**config.mk**
```make
export PLATFORM = sky130hd
export DESIGN_NAME = tv_sequencer_flat
export DESIGN_NICKNAME = d
export VERILOG_FILES = /design/src/rtl/tv_sequencer_if.sv /design/src/rtl/tv_sequencer.sv /design/src/flat_wrapper.sv
export SDC_FILE = /design/constraint.sdc
export NUM_CORES = 1
export LEC_CHECK = 0
export CORE_MARGIN = 2
export CORE_UTILIZATION = 57
export DETAILED_ROUTE_END_ITERATION = 7
export PLACE_DENSITY = 0.78
export SLEW_MARGIN = 20
export SYNTH_ARGS = -nofsm -noshare
export SYNTH_HDL_FRONTEND = slang
export SYNTH_SLANG_ARGS = --single-unit
export TNS_END_PERCENT = 100
```
**constraint.sdc**
```tcl
create_clock -name clk -period 2.84 [get_ports clk]
set_input_delay 0.568 -clock clk [delete_from_list [all_inputs] [get_ports clk]]
set_output_delay 0.568 -clock clk [all_outputs]
set_load 0.005 [all_outputs]
```
**src/rtl/tv_sequencer_if.sv**
```systemverilog
// rtl/tv_sequencer_if.sv - vector load bus and DUT stimulus/response bundle for tv_sequencer
interface tv_sequencer_if #(
    parameter int IN_W  = 3,
    parameter int OUT_W = 1,
    parameter int DEPTH = 16
);
    localparam int ADDR_W = $clog2(DEPTH);

    logic                      load_en;
    logic [ADDR_W-1:0]         load_addr;
    logic [IN_W+OUT_W:0]       load_data;
    logic [IN_W-1:0]           dut_in;
    logic [OUT_W-1:0]          dut_out;

    modport master (
        output load_en,
        output load_addr,
        output load_data,
        output dut_out,
        input  dut_in
    );

    modport slave (
        input  load_en,
        input  load_addr,
        input  load_data,
        input  dut_out,
        output dut_in
    );
endinterface

```
**src/rtl/tv_sequencer.sv**
```systemverilog
// rtl/tv_sequencer.sv - replays stored stimulus vectors into a DUT and checks its responses
module tv_sequencer #(
    parameter int IN_W   = 3,
    parameter int OUT_W  = 1,
    parameter int DEPTH  = 16,
    parameter int SETTLE = 1,
    localparam int ADDR_W = $clog2(DEPTH)
) (
    input  logic                clk,
    input  logic                reset,
    input  logic                start,
    tv_sequencer_if.slave       bus,
    output logic                busy,
    output logic                done,
    output logic                pass,
    output logic [15:0]         err_count,
    output logic [ADDR_W:0]     vec_count,
    output logic [ADDR_W-1:0]   fail_idx,
    output logic [OUT_W-1:0]    fail_got
);
    localparam int CNT_W = $clog2(SETTLE + 1);

    typedef enum logic [2:0] {
        IDLE  = 3'd0,
        FETCH = 3'd1,
        APPLY = 3'd2,
        CHECK = 3'd3,
        DONE  = 3'd4
    } state_t;

    state_t             state_q, state_d;
    logic [ADDR_W:0]    idx_q, idx_d;
    logic [ADDR_W:0]    vec_q, vec_d;
    logic [15:0]        err_q, err_d;
    logic [ADDR_W-1:0]  fidx_q, fidx_d;
    logic [OUT_W-1:0]   fgot_q, fgot_d;
    logic [IN_W-1:0]    din_q, din_d;
    logic [OUT_W-1:0]   exp_q, exp_d;
    logic [CNT_W-1:0]   cnt_q, cnt_d;

    logic [DEPTH-1:0]   valid_q;
    logic [IN_W-1:0]    stim_mem [DEPTH];
    logic [OUT_W-1:0]   exp_mem  [DEPTH];

    logic               idle_like;
    logic               wr_en;
    logic [ADDR_W-1:0]  slot;
    logic               at_end;
    logic               mismatch;

    assign idle_like = (state_q == IDLE) || (state_q == DONE);
    assign wr_en     = bus.load_en && idle_like;
    assign slot      = idx_q[ADDR_W-1:0];
    assign at_end    = (idx_q == (ADDR_W+1)'(DEPTH));
    // 4-state compare so an X/Z response is reported as a mismatch in simulation
    assign mismatch  = (bus.dut_out !== exp_q);

    always_ff @(posedge clk) begin
        if (!reset) begin
            valid_q <= '0;
        end else if (wr_en) begin
            valid_q[bus.load_addr] <= bus.load_data[IN_W+OUT_W];
        end
    end

    always_ff @(posedge clk) begin
        if (wr_en) begin
            stim_mem[bus.load_addr] <= bus.load_data[IN_W+OUT_W-1:OUT_W];
            exp_mem[bus.load_addr]  <= bus.load_data[OUT_W-1:0];
        end
    end

    always_ff @(posedge clk) begin
        if (!reset) begin
            state_q <= IDLE;
            idx_q   <= '0;
            vec_q   <= '0;
            err_q   <= '0;
            fidx_q  <= '0;
            fgot_q  <= '0;
            din_q   <= '0;
            exp_q   <= '0;
            cnt_q   <= '0;
        end else begin
            state_q <= state_d;
            idx_q   <= idx_d;
            vec_q   <= vec_d;
            err_q   <= err_d;
            fidx_q  <= fidx_d;
            fgot_q  <= fgot_d;
            din_q   <= din_d;
            exp_q   <= exp_d;
            cnt_q   <= cnt_d;
        end
    end

    always_comb begin
        state_d = state_q;
        idx_d   = idx_q;
        vec_d   = vec_q;
        err_d   = err_q;
        fidx_d  = fidx_q;
        fgot_d  = fgot_q;
        din_d   = din_q;
        exp_d   = exp_q;
        cnt_d   = cnt_q;
        unique case (state_q)
            IDLE, DONE: begin
                if (start) begin
                    state_d = FETCH;
                    idx_d   = '0;
                    vec_d   = '0;
                    err_d   = '0;
                    fidx_d  = '0;
                    fgot_d  = '0;
                end
            end
            FETCH: begin
                // at_end is tested first so the wrapped slot index is never trusted
                if (at_end || !valid_q[slot]) begin
                    state_d = DONE;
                end else begin
                    din_d   = stim_mem[slot];
                    exp_d   = exp_mem[slot];
                    cnt_d   = CNT_W'(SETTLE);
                    state_d = APPLY;
                end
            end
            APPLY: begin
                if (cnt_q == CNT_W'(1)) begin
                    state_d = CHECK;
                end else begin
                    cnt_d = cnt_q - CNT_W'(1);
                end
            end
            CHECK: begin
                if (mismatch) begin
                    if (err_q != 16'hFFFF) begin
                        err_d = err_q + 16'd1;
                    end
                    if (err_q == 16'd0) begin
                        fidx_d = slot;
                        fgot_d = bus.dut_out;
                    end
                end
                idx_d   = idx_q + (ADDR_W+1)'(1);
                vec_d   = vec_q + (ADDR_W+1)'(1);
                state_d = FETCH;
            end
            default: state_d = IDLE;
        endcase
    end

    assign bus.dut_in = din_q;
    assign busy       = (state_q == FETCH) || (state_q == APPLY) || (state_q == CHECK);
    assign done       = (state_q == DONE);
    assign pass       = done && (err_q == 16'd0) && (vec_q != '0);
    assign err_count  = err_q;
    assign vec_count  = vec_q;
    assign fail_idx   = fidx_q;
    assign fail_got   = fgot_q;
endmodule

```
**src/flat_wrapper.sv**
```systemverilog
// flat-port wrapper written by rule: the top's interface ports become plain ports
module tv_sequencer_flat 
#(
    parameter int IN_W   = 3,
    parameter int OUT_W  = 1,
    parameter int DEPTH  = 16,
    parameter int SETTLE = 1,
    localparam int ADDR_W = $clog2(DEPTH)
)
  (clk, reset, start, busy, done, pass, err_count, vec_count, fail_idx, fail_got, bus_load_en, bus_load_addr, bus_load_data, bus_dut_out, bus_dut_in);
  tv_sequencer_if #(.IN_W(IN_W), .OUT_W(OUT_W), .DEPTH(DEPTH)) bus_i ();
  input  logic clk;
  input  logic reset;
  input  logic start;
  output logic busy;
  output logic done;
  output logic pass;
  output logic [15:0] err_count;
  output logic [ADDR_W:0] vec_count;
  output logic [ADDR_W-1:0] fail_idx;
  output logic [OUT_W-1:0] fail_got;
  input wire logic [$bits(bus_i.load_en)-1:0] bus_load_en;
  input wire logic [$bits(bus_i.load_addr)-1:0] bus_load_addr;
  input wire logic [$bits(bus_i.load_data)-1:0] bus_load_data;
  input wire logic [$bits(bus_i.dut_out)-1:0] bus_dut_out;
  output wire logic [$bits(bus_i.dut_in)-1:0] bus_dut_in;
  assign bus_i.load_en = bus_load_en;
  assign bus_i.load_addr = bus_load_addr;
  assign bus_i.load_data = bus_load_data;
  assign bus_i.dut_out = bus_dut_out;
  assign bus_dut_in = bus_i.dut_in;
  tv_sequencer #(.IN_W(IN_W), .OUT_W(OUT_W), .DEPTH(DEPTH), .SETTLE(SETTLE)) u_core (.clk(clk), .reset(reset), .start(start), .bus(bus_i), .busy(busy), .done(done), .pass(pass), .err_count(err_count), .vec_count(vec_count), .fail_idx(fail_idx), .fail_got(fail_got));
endmodule
```
Word level (Yosys, flattened, before mapping)
Memory sizes are Yosys's and may differ from the RTL's. A register that Yosys moved wholly into a read port is not among the register bits.
Cells that the tools add are included.

word-level totals
  output and inout bits = 32
  memory bits (writable) = 64
  memories kept = 2
  register bits = 51
  bits of input ports = 14

cells by class
  add/sub/neg operators = 4
  reduce and logical (&&, ||, !) cells = 23
  magnitude comparators = 3
  bitwise logic cells = 1
  muxes and demuxes = 29
  eq/ne operators = 13

memory list
  name             depth  width  rd ports  clocked after memory_dff  write ports  RTL line            RTL
  u_core.stim_mem  16     3      1         1                         1            tv_sequencer.sv:42  logic [IN_W-1:0] stim_mem [DEPTH];
  u_core.exp_mem   16     1      1         1                         1            tv_sequencer.sv:43  logic [OUT_W-1:0] exp_mem [DEPTH];

operator list
  operator                 count
  $mux W16                 3
  $pmux W16 S2             1
  $pmux W5 S2              2
  $add A16 B1 Y16 const B  1
  $bwmux W16               1
  $logic_not A16 Y1        1
  $ne A16 B16 Y1 const B   1
  $mux W4                  3
  $pmux W3 S4              1
  $add A5 B1 Y5 const B    2
  $lt A4 B5 Y1 const B     2
  $mux W1                  9
  $mux W3                  3
  $ne A2 B1 Y1 const B     4
  $pmux W4 S2              1
  $reduce_and A2 Y1        4
  $reduce_and A4 Y1        2
  $eq A3 B2 Y1 const B     2
  $eq A5 B5 Y1 const B     1
  $mux W5                  1
  $reduce_bool A5 Y1       1
  $bmux W1 S4              1
  $demux W1 S4             1
  $ge A4 B1 Y1 const B     1
  13 further kinds         24

Longest topological paths before layout
Gate-level depths: netlist (run 1).

  depth in word-level cells = 6
  gate-level depth with buffers = 9

Least setup slack after synthesis (run 1)
Ideal clock, no wire load.

  kind = register -> register
  from = register u_core.idx_q[1]
  to = register u_core.din_q[0], in the netlist u_core.bus.dut_in[0] (read register of u_core.stim_mem)
  slack = 607 ps
  arrival = 2113 ps
  buffers on the path = 2
  period minus slack after synthesis = 2233 ps
  required time = 2719 ps
  cell stages (with the launch flop) = 10
  cells stage by stage = dfxtp_1 buf_2 buf_1 inv_1 ha_1 a21oi_1 nand2_1 a32oi_1 and2_1 o21ai_1

between the ends
  cells in the longest elaborated chain, start to end = 6

RTL lines
  what                           RTL line             RTL
  start: declaration             tv_sequencer.sv:32   logic [ADDR_W:0] idx_q, idx_d;
  start signal: assignment       tv_sequencer.sv:86   idx_q <= idx_d;
  $bmux W1 S4                    tv_sequencer.sv:120  if (at_end || !valid_q[slot]) begin
  $mux W1 (not written as such)  tv_sequencer.sv:120
  $logic_not A1 Y1               tv_sequencer.sv:120
  $logic_or A1 B1 Y1             tv_sequencer.sv:120
  $not A1 Y1 (no line)           --
  $reduce_and A2 Y1 (no line)    --
  end: declaration               tv_sequencer.sv:37   logic [IN_W-1:0] din_q, din_d;

Parallel ways exist; a longest one is shown, timed or not. The select of a mux whose other input is x is not followed.
A chain may end at the register's enable or synchronous reset.

Worst setup path in the final report (run 1)
  from = register u_core.err_q[0], in the netlist u_core.err_count[0]
  to = output pass

between the ends
  cells in the longest elaborated chain, start to end = 3

RTL lines
  what                               RTL line             RTL
  start: declaration                 tv_sequencer.sv:34   logic [15:0] err_q, err_d;
  start signal: assignment           tv_sequencer.sv:88   err_q <= err_d;
  $logic_not A16 Y1                  tv_sequencer.sv:157  assign pass = done && (err_q == 16'd0) && (vec_q != '0);
  $logic_and A1 B1 Y1 (2 in series)  tv_sequencer.sv:157
  end: declaration                   flat_wrapper.sv:17   output logic pass;

No other way between the ends.

==> impl_table.tex, run 1 <==
\begin{tabular}{lr}
\hline
Metric & Value \\
\hline
\multicolumn{2}{l}{\textbf{Run status}} \\
Outcome & finished, final reports clean \\
\multicolumn{2}{l}{\textbf{Drt}} \\
Vias per Instance & between 6 and 7 \\
Via total after detailed routing & about 3.8k \\
Average detailed-routed wire length per instance & roughly 18 um \\
Total DRC errors in the routed layout & 0 \\
Drt first-iter violations & $\sim$280 \\
Count of antenna-violating nets left after detailed routing & 0 \\
Final wirelength & between 10 and 15 mm \\
Length of the first detailed-routing pass in iterations & 5 \\
\multicolumn{2}{l}{\textbf{Floorplan}} \\
Die X-Extent & roughly 100 um \\
Die Footprint & approximately 10000 um\^{}2 \\
Floorplan Core Area & 8810 um\^{}2 \\
Die Height & approximately 100 um \\
Std cell rows & 34 \\
Number of primary I/O pins & 46 \\
Initial Utilization & 0.595 \\
\multicolumn{2}{l}{\textbf{Yosys}} \\
Top cell types by occurrence after synthesis & 64 x sky130\_fd\_sc\_hd\_\_edfxtp\_1, 55 x sky130\_fd\_sc\_hd\_\_dfxtp\_1, 33 x sky130\_fd\_sc\_hd\_\_nand2\_1, 33 x sky130\_fd\_sc\_hd\_\_nor2\_1, 19 x sky130\_fd\_sc\_hd\_\_nor2b\_1 \\
Number of standard cells after synthesis & roughly 430 \\
Number of library cell types mapped by synthesis & 59 \\
Sequential area share after synthesis & 0.577 \\
Count of flip-flops with a built-in enable after synthesis & 64 \\
Area share of the largest cell type after synthesis & 0.367 \\
Mean area per synthesized cell & 12.3 um\^{}2 \\
Post-synthesis net count & about 450 \\
Synth Flop Type & sky130\_fd\_sc\_hd\_\_edfxtp\_1 \\
Cell with the most instances after synthesis & sky130\_fd\_sc\_hd\_\_edfxtp\_1 \\
Post-Synthesis Cell Area & about 5200 um\^{}2 \\
Top cells by area, synth & sky130\_fd\_sc\_hd\_\_edfxtp\_1 37\%, sky130\_fd\_sc\_hd\_\_dfxtp\_1 21\%, sky130\_fd\_sc\_hd\_\_mux4\_2 7.7\%, sky130\_fd\_sc\_hd\_\_mux2i\_1 2.9\%, sky130\_fd\_sc\_hd\_\_nand2\_1 2.4\% \\
Yosys reg bits & $\sim$120 \\
YS warnings & 0 \\
Post-synth ARST share & 0 \\
Area leader, netlist & sky130\_fd\_sc\_hd\_\_edfxtp\_1 \\
\multicolumn{2}{l}{\textbf{Worst setup path}} \\
WP data required & between 2 and 2.5 ns \\
Crit path DAT & about 1.9 ns \\
Worst Setup Path Type & register to primary output \\
Kind of start point of the critical path & register \\
Worst-path cell with the longest stage delay & sky130\_fd\_sc\_hd\_\_dfxtp\_1 \\
CP Max Fanout & 6 \\
Sequence of cells on the critical path & inv\_1, ha\_1, nor4b\_2, nand4\_1, nor3b\_2, dlymetal6s2s\_1 \\
Endpoint class of the critical path & primary output \\
Largest stage delay, worst path & $\sim$0.35 ns \\
\multicolumn{2}{l}{\textbf{Global routing}} \\
Vias in the first global route & $\sim$3.6k \\
GRT Resource Usage Total & 0.243 \\
Grt total ovfl & 0 \\
First-pass GRT wire length & between 15 and 20 mm \\
Pin count of the biggest net entering global routing & 30 \\
Antenna violations before repair & 0 \\
\multicolumn{2}{l}{\textbf{Layout}} \\
Final design area excluding fillers & between 6000 and 7000 um\^{}2 \\
Number of diodes & 0 \\
Signed area change from the synthesized netlist to the final layout & 23.2\% \\
Fraction of layout cells with a size suffix above 1 & 0.161 \\
Nets@finish & 509 \\
Layout filler cell count & around 580 \\
\multicolumn{2}{l}{\textbf{STA}} \\
Final WS setup & slightly above 0.4 ns \\
Share of the clock period used by the worst path after layout & 0.857 \\
Peak Freq & 411 MHz \\
Actual slew at the worst max-slew pin & a little over 0.7 ns \\
Final number of max-transition violations & 0 \\
Setup repair after global routing missed its margin & false \\
Post-Route Setup TNS & 0 ns \\
Final critical path time including I/O delays and setup & approximately 2.4 ns \\
Headroom to the max-slew limit & 0.527 \\
Setup Skew & between 0.008 and 0.009 ns \\
Final number of setup-violating endpoints & 0 \\
Hold violation count in the final report & 0 \\
\multicolumn{2}{l}{\textbf{Power and ir drop}} \\
Static power due to leakage & roughly 2.2 nW \\
Worst supply voltage drop on vdd & 0.414 mV \\
Total design power & about 4.0 mW \\
Power per standard cell area & between 600 and 700 nW/um\^{}2 \\
\multicolumn{2}{l}{\textbf{Placement}} \\
Worst-case setup slack after placement & 0.187 ns \\
Count of buffers from port buffering & 45 \\
Routability congestion estimate & approximately 0.89 \\
Final HPWL from detailed placement & about 7.6 mm \\
Placed Area & 5860 um\^{}2 \\
\multicolumn{2}{l}{\textbf{Clock network}} \\
Total number of clock tree sinks & 119 \\
Skew-Pair Late Insertion Delay & approximately 0.52 ns \\
Register clock-pin slew on the reported worst setup and hold paths & approximately 0.06 ns \\
Clock buffer count from CTS & 17 \\
Cts hold-fix bufs & 0 \\
CTS tree & done \\
Max H-tree Level & 4 \\
Master cell of the clock root buffer & sky130\_fd\_sc\_hd\_\_clkbuf\_8 \\
Clock Path Buffers & 2 \\
\multicolumn{2}{l}{\textbf{Hold path}} \\
Type of the most critical hold path & register to register \\
\multicolumn{2}{l}{\textbf{Flow run}} \\
Max-Cap Viols & 0 \\
\hline
\end{tabular}
[logic make-up (layout without fill, tap and decap cells)]
logic type | Yosys count | in the layout | synth area share
compound gates | 81 | 81 | 0.113
flops | 119 | 119 | 0.577
buf+inv | 26 | 101 | 0.0210
mux | 36 | 36 | 0.112
fa+ha+maj | 6 | 6 | 0.0143
xor+xnor | 5 | 5 | 0.00835
simple gates | 154 | 154 | 0.154
[per-layer routing]
metal  GRT usage  part of all wire  up-vias
met5           0                 0        -
met1       0.318              0.41     1808
met3      0.0669             0.078       24
met2       0.392              0.50      181
met4      0.0906             0.015        0
li1            -                 -     1744
[cell usage in the layout (no fill, tap or decap), types with 5 or more instances in the layout]
| cell | instances |
|---|---|
| sky130_fd_sc_hd__and3_1 | 5 |
| sky130_fd_sc_hd__edfxtp_1 | 64 |
| sky130_fd_sc_hd__nand2_1 | 33 |
| sky130_fd_sc_hd__a21boi_0 | 11 |
| sky130_fd_sc_hd__nor2b_1 | 19 |
| sky130_fd_sc_hd__nor3_1 | 5 |
| sky130_fd_sc_hd__a22oi_1 | 10 |
| sky130_fd_sc_hd__nand3_1 | 12 |
| sky130_fd_sc_hd__nor2_1 | 33 |
| sky130_fd_sc_hd__inv_1 | 7 |
| sky130_fd_sc_hd__buf_4 | 17 |
| sky130_fd_sc_hd__nand4_1 | 12 |
| sky130_fd_sc_hd__mux2i_1 | 15 |
| sky130_fd_sc_hd__a21oi_1 | 13 |
| sky130_fd_sc_hd__mux4_2 | 18 |
| sky130_fd_sc_hd__dfxtp_1 | 55 |
| sky130_fd_sc_hd__and2_1 | 10 |
| sky130_fd_sc_hd__inv_6 | 6 |
| sky130_fd_sc_hd__o21ai_0 | 13 |
| sky130_fd_sc_hd__ha_1 | 6 |
| sky130_fd_sc_hd__clkdlybuf4s50_1 | 44 |
| sky130_fd_sc_hd__clkbuf_16 | 16 |
[cell type report]
type | count | area (um^2) | area share
Inverter | 7 | 26.3 | 0.00407
Multi-Input combinational cell | 282 | 2130 | 0.329
Clock buffer | 17 | 414 | 0.0641
Sequential cell | 119 | 3020 | 0.468
Clock inverter | 15 | 154 | 0.0238
Timing Repair Buffer | 62 | 581 | 0.0899
Tap cell | 108 | 135 | 0.0209
[flip-flops by register name, indices dropped and copies added, names as in the netlist]
signal             cells
u_core.fail_got        1
u_core.exp_q           1
u_core.bus.dut_in      3
u_core.err_count      16
u_core.idx_q           5
u_core.cnt_q           1
u_core.vec_count       5
u_core.valid_q        16
u_core.stim_mem       48
u_core.state_q         3
u_core.fail_idx        4
u_core.exp_mem        16
[per-stage QoR]
stage	cells	util	hold WS, ns
6_report	610	0.734	0.468
5_1_grt	610	0.734	0.490
4_1_cts	610	0.733	0.475
3_5_place_dp	577	0.666	0.451
3_3_place_gp	577	0.666	0.446
2_1_floorplan	427	-	0.440
[what timing repair did]
action                     in CTS  in global routing
buffers inserted                1                  0
pin swaps                       1                  1
setup endpoints to repair       1                  1
gates resized for setup         2                  2
[critical path, delay by kind of cell, from the launching register on]
family	cells	cell delay, ns
adder cells (fa/ha/maj)	1	0.14
buffers and inverters	2	0.23
flip-flops	1	0.35
AND/OR/NAND/NOR	3	0.64
[power by group]
| group | switching (mW) | internal, mW |
|---|---|---|
| combinational | 0.0792 | 0.0506 |
| clock | 0.846 | 1.20 |
| sequential | 0.00615 | 1.83 |
[final timing paths]
| kind | from | to | slack (ns) | depth (start not counted) |
|---|---|---|---|---|
| max | u_core.err_count[0]$_SDFFE_PN0P_ | pass | 0.41 | 6 |
| min | u_core.bus.dut_in[2]$_SDFFE_PN0P_ | u_core.bus.dut_in[2]$_SDFFE_PN0P_ | 0.47 | 2 |
| max reg2reg | u_core.idx_q[0]$_SDFFE_PN0P_ | u_core.bus.dut_in[2]$_SDFFE_PN0P_ | 0.62 | 6 |
| min reg2reg | u_core.bus.dut_in[2]$_SDFFE_PN0P_ | u_core.bus.dut_in[2]$_SDFFE_PN0P_ | 0.47 | 2 |
(Power assumes the default switching activity.)
==> run 2: changes to the inputs <==
CELL_PAD_IN_SITES_DETAIL_PLACEMENT = 1   (was unset)
CELL_PAD_IN_SITES_GLOBAL_PLACEMENT = 2   (was unset)
CORE_UTILIZATION = 39   (was 57)
PLACE_DENSITY = 0.77   (was 0.78)
==> run 2 against run 1 <==
  * Via count down 0.85%
  * Sequential power about the same
  * Die area increased by 44%
  * Worst setup slack gained 0.082 ns
  * Clock power increased by 8%
  * Non-clock buffer count is 10 higher
  * Worst hold slack better by 0.012 ns
  * Wire length increased by 17%
  * Clock skew increased by 0.00064 ns
  * Sequential cell count did not move
  * Total power rose by 4.5%
==> impl_table.tex, run 2 (same netlist as run 1, synthesis figures left out) <==
\begin{tabular}{lr}
\hline
Metric & Value \\
\hline
\multicolumn{2}{l}{\textbf{Run status}} \\
Outcome & finished, final reports clean \\
\multicolumn{2}{l}{\textbf{Layout}} \\
Register with the most flip-flops & u\_core.stim\_mem \\
Highest-count cells in the layout ignoring fill and taps & 64 x sky130\_fd\_sc\_hd\_\_edfxtp\_1, 54 x sky130\_fd\_sc\_hd\_\_dfxtp\_1, 44 x sky130\_fd\_sc\_hd\_\_clkdlybuf4s50\_1, 33 x sky130\_fd\_sc\_hd\_\_nor2\_1, 33 x sky130\_fd\_sc\_hd\_\_nand2\_1 \\
Number of flip-flops under the largest register name & 48 (unchanged) \\
Layout filler cell count & 1,343 (+130\%) \\
Area of the multi-input gates & 2130 um\^{}2 (+0.12\%) \\
Signed area change from the synthesized netlist to the final layout & 27.1\% \\
Number of diodes & 0 (unchanged) \\
Nets@finish & 519 (+2.0\%) \\
Fraction of layout cells with a size suffix above 1 & 0.170 (+0.00857) \\
Most common cell after layout, fill and taps aside & sky130\_fd\_sc\_hd\_\_edfxtp\_1 \\
Footprint of the flip-flops and latches & 3020 um\^{}2 (about the same) \\
\multicolumn{2}{l}{\textbf{Worst setup path}} \\
Reg2reg setup slack & 0.76 ns (+0.14 ns) \\
Combined buffer and inverter count along the critical path & 2 (unchanged) \\
WP data required & 2.27 ns (about the same) \\
Worst-path cell with the longest stage delay & sky130\_fd\_sc\_hd\_\_dfxtp\_2 \\
Endpoint class of the critical path & primary output \\
CP Max Fanout & 6 (unchanged) \\
Sequence of cells on the critical path & inv\_1, ha\_1, nor4b\_4, nand4\_1, nor3b\_2, dlymetal6s2s\_1 \\
Top delay family on crit path & simple AND/OR/NAND/NOR gates \\
Largest stage delay, worst path & 0.35 ns (about the same) \\
Kind of start point of the critical path & register \\
Crit path DAT & 1.78 ns (-0.09 ns) \\
Worst Setup Path Type & register to primary output \\
\multicolumn{2}{l}{\textbf{STA}} \\
Final worst hold slack & 0.480 ns (+0.0120 ns) \\
Setup Skew & 0.00933 ns (+0.000643 ns) \\
Hold violation count in the final report & 0 (unchanged) \\
Setup repair after global routing missed its margin & false \\
Peak Freq & 425 MHz (+3.5\%) \\
Final number of setup-violating endpoints & 0 (unchanged) \\
Final number of max-transition violations & 0 (unchanged) \\
Post-Route Setup TNS & 0 ns (unchanged) \\
Share of the clock period used by the worst path after layout & 0.828 (-0.0289) \\
Headroom to the max-slew limit & 0.550 (+0.0228) \\
Actual slew at the worst max-slew pin & 0.673 ns (-0.0324 ns) \\
Final critical path time including I/O delays and setup & 2.35 ns (-0.0821 ns) \\
\multicolumn{2}{l}{\textbf{Clock network}} \\
Max H-tree Level & 4 (unchanged) \\
CTS tree & done \\
Register clock-pin slew on the reported worst setup and hold paths & 0.05 ns (about the same) \\
Clock buffer count from CTS & 17 (unchanged) \\
Total number of clock tree sinks & 119 (unchanged) \\
Skew-Pair Late Insertion Delay & 0.42 ns (-0.10 ns) \\
Clock Path Buffers & 2 (unchanged) \\
Cts hold-fix bufs & 0 (unchanged) \\
Master cell of the clock root buffer & sky130\_fd\_sc\_hd\_\_clkbuf\_16 \\
\multicolumn{2}{l}{\textbf{Floorplan}} \\
Initial Utilization & 0.397 (-0.198) \\
Number of primary I/O pins & 46 (unchanged) \\
Std cell rows & 42 (+24\%) \\
Die Footprint & 14,400 um\^{}2 (+44\%) \\
Die X-Extent & 120 um (+20\%) \\
Floorplan Core Area & 13,200 um\^{}2 (+50\%) \\
Die Height & 120 um (+20\%) \\
\multicolumn{2}{l}{\textbf{Placement}} \\
Count of buffers from port buffering & 45 (unchanged) \\
Final HPWL from detailed placement & 9.24 mm (+22\%) \\
Routability congestion estimate & 0.797 (-10\%) \\
\multicolumn{2}{l}{\textbf{Drt}} \\
Total DRC errors in the routed layout & 0 (unchanged) \\
Via total after detailed routing & 3,725 (-0.85\%) \\
Routed length on met2 & 6.58 mm (+17\%) \\
Met3 Routed Length & 367 um (-58\%) \\
Average detailed-routed wire length per instance & 19.1 um (+3.6\%) \\
Wire length the detailed router placed on met1 & 6.00 mm (+31\%) \\
Drt first-iter violations & 228 (-17\%) \\
Count of antenna-violating nets left after detailed routing & 0 (unchanged) \\
Length of the first detailed-routing pass in iterations & 4 (-1) \\
Vias per Instance & 5.41 (-12\%) \\
Final wirelength & 13.1 mm (+17\%) \\
Highest signal layer in the routed design & met4 \\
\multicolumn{2}{l}{\textbf{Power and ir drop}} \\
Total design power & 4.18 mW (+4.5\%) \\
Combinational fraction of design power & 0.033 (about the same) \\
Power per standard cell area & 628 nW/um\^{}2 (+1.3\%) \\
Static power due to leakage & 2.29 nW (+3.4\%) \\
Seq pwr share & 0.439 (-0.019) \\
Switching power total & 0.822 mW (-12\%) \\
Clk network pwr share & 0.529 (+0.019) \\
Net Sw Frac & 0.197 (-0.0360) \\
Internal & 3.36 mW (+9.4\%) \\
Worst supply voltage drop on vdd & 0.430 mV (+3.9\%) \\
\multicolumn{2}{l}{\textbf{Global routing}} \\
Grt total ovfl & 0 (unchanged) \\
GRT Resource Usage Total & 0.196 (-0.0469) \\
First-pass GRT wire length & 21.4 mm (+17\%) \\
Vias in the first global route & 3,998 (+11\%) \\
Antenna violations before repair & 0 (unchanged) \\
Pin count of the biggest net entering global routing & 27 (-10\%) \\
\multicolumn{2}{l}{\textbf{Hold path}} \\
Type of the most critical hold path & register to register \\
\multicolumn{2}{l}{\textbf{Flow run}} \\
Max-Cap Viols & 0 (unchanged) \\
\hline
\end{tabular}
run 2: changes by cell type in the layout (fill, tap and decap cells not counted), sizes merged:
cell,change
buf,+10
bufinv,+3
clkbuf,+5
clkinvlp,+2
inv,-10
run 2: final timing paths:
check	startpoint	end	cells past startpoint
worst min register to register	u_core.valid_q[10]$_SDFFE_PN0P_	u_core.valid_q[10]$_SDFFE_PN0P_	2
worst max-delay path	u_core.err_count[0]$_SDFFE_PN0P_	pass	6
worst max register to register	u_core.idx_q[1]$_SDFFE_PN0P_	u_core.exp_q$_SDFFE_PN0P_	8
worst min-delay path	u_core.valid_q[10]$_SDFFE_PN0P_	u_core.valid_q[10]$_SDFFE_PN0P_	2
run 2: worst min-delay path, delay by kind of cell (launching register included):
kind	cells	cell delay, ns
compound gates	2	0.13
flops	1	0.30
run 2: timing repair:
action / 4_1_cts / 5_1_grt
pin swaps: 2 / 1
resized for setup: 4 / 1
endpoints found under the setup margin: 1 / 1
setup buffers: 1 / 0
run 2: power groups by stage:
stage	Clock [mW]	Sequential, mW	Combinational (mW)
floorplan	0	1.87	0.0665
global placement	0	1.87	0.132
detailed placement	0	1.87	0.137
CTS	2.26	1.83	0.138
global route	2.33	1.84	0.149
finish	2.21	1.84	0.137
run 2: layout make-up:
type,instances,area share
clock inverter,10,0.0231
sequential,119,0.454
multi-input combinational,282,0.320
inverter,7,0.00394
tap,176,0.0330
clock buffer,22,0.0682
timing repair buffer,72,0.0984
run 2: per-layer routing:
layer	up-vias	GRT usage
met4	0	0.0794
li1	1756	-
met3	14	0.0433
met2	70	0.326
met1	1885	0.249
met5	-	0
run 2: stage by stage:
| stage | setup slack [ns] | cell area, um^2 | std cells | utilization |
|---|---|---|---|---|
| 3_5_place_dp | 0.157 | 6020 | 655 | 0.457 |
| 2_1_floorplan | 0.607 | 5240 | 427 | - |
| 6_report | 0.488 | 6660 | 688 | 0.505 |
| 3_3_place_gp | 0.192 | 6020 | 655 | 0.457 |
| 4_1_cts | 0.0202 | 6660 | 688 | 0.505 |
| 5_1_grt | 0.349 | 6660 | 688 | 0.505 |
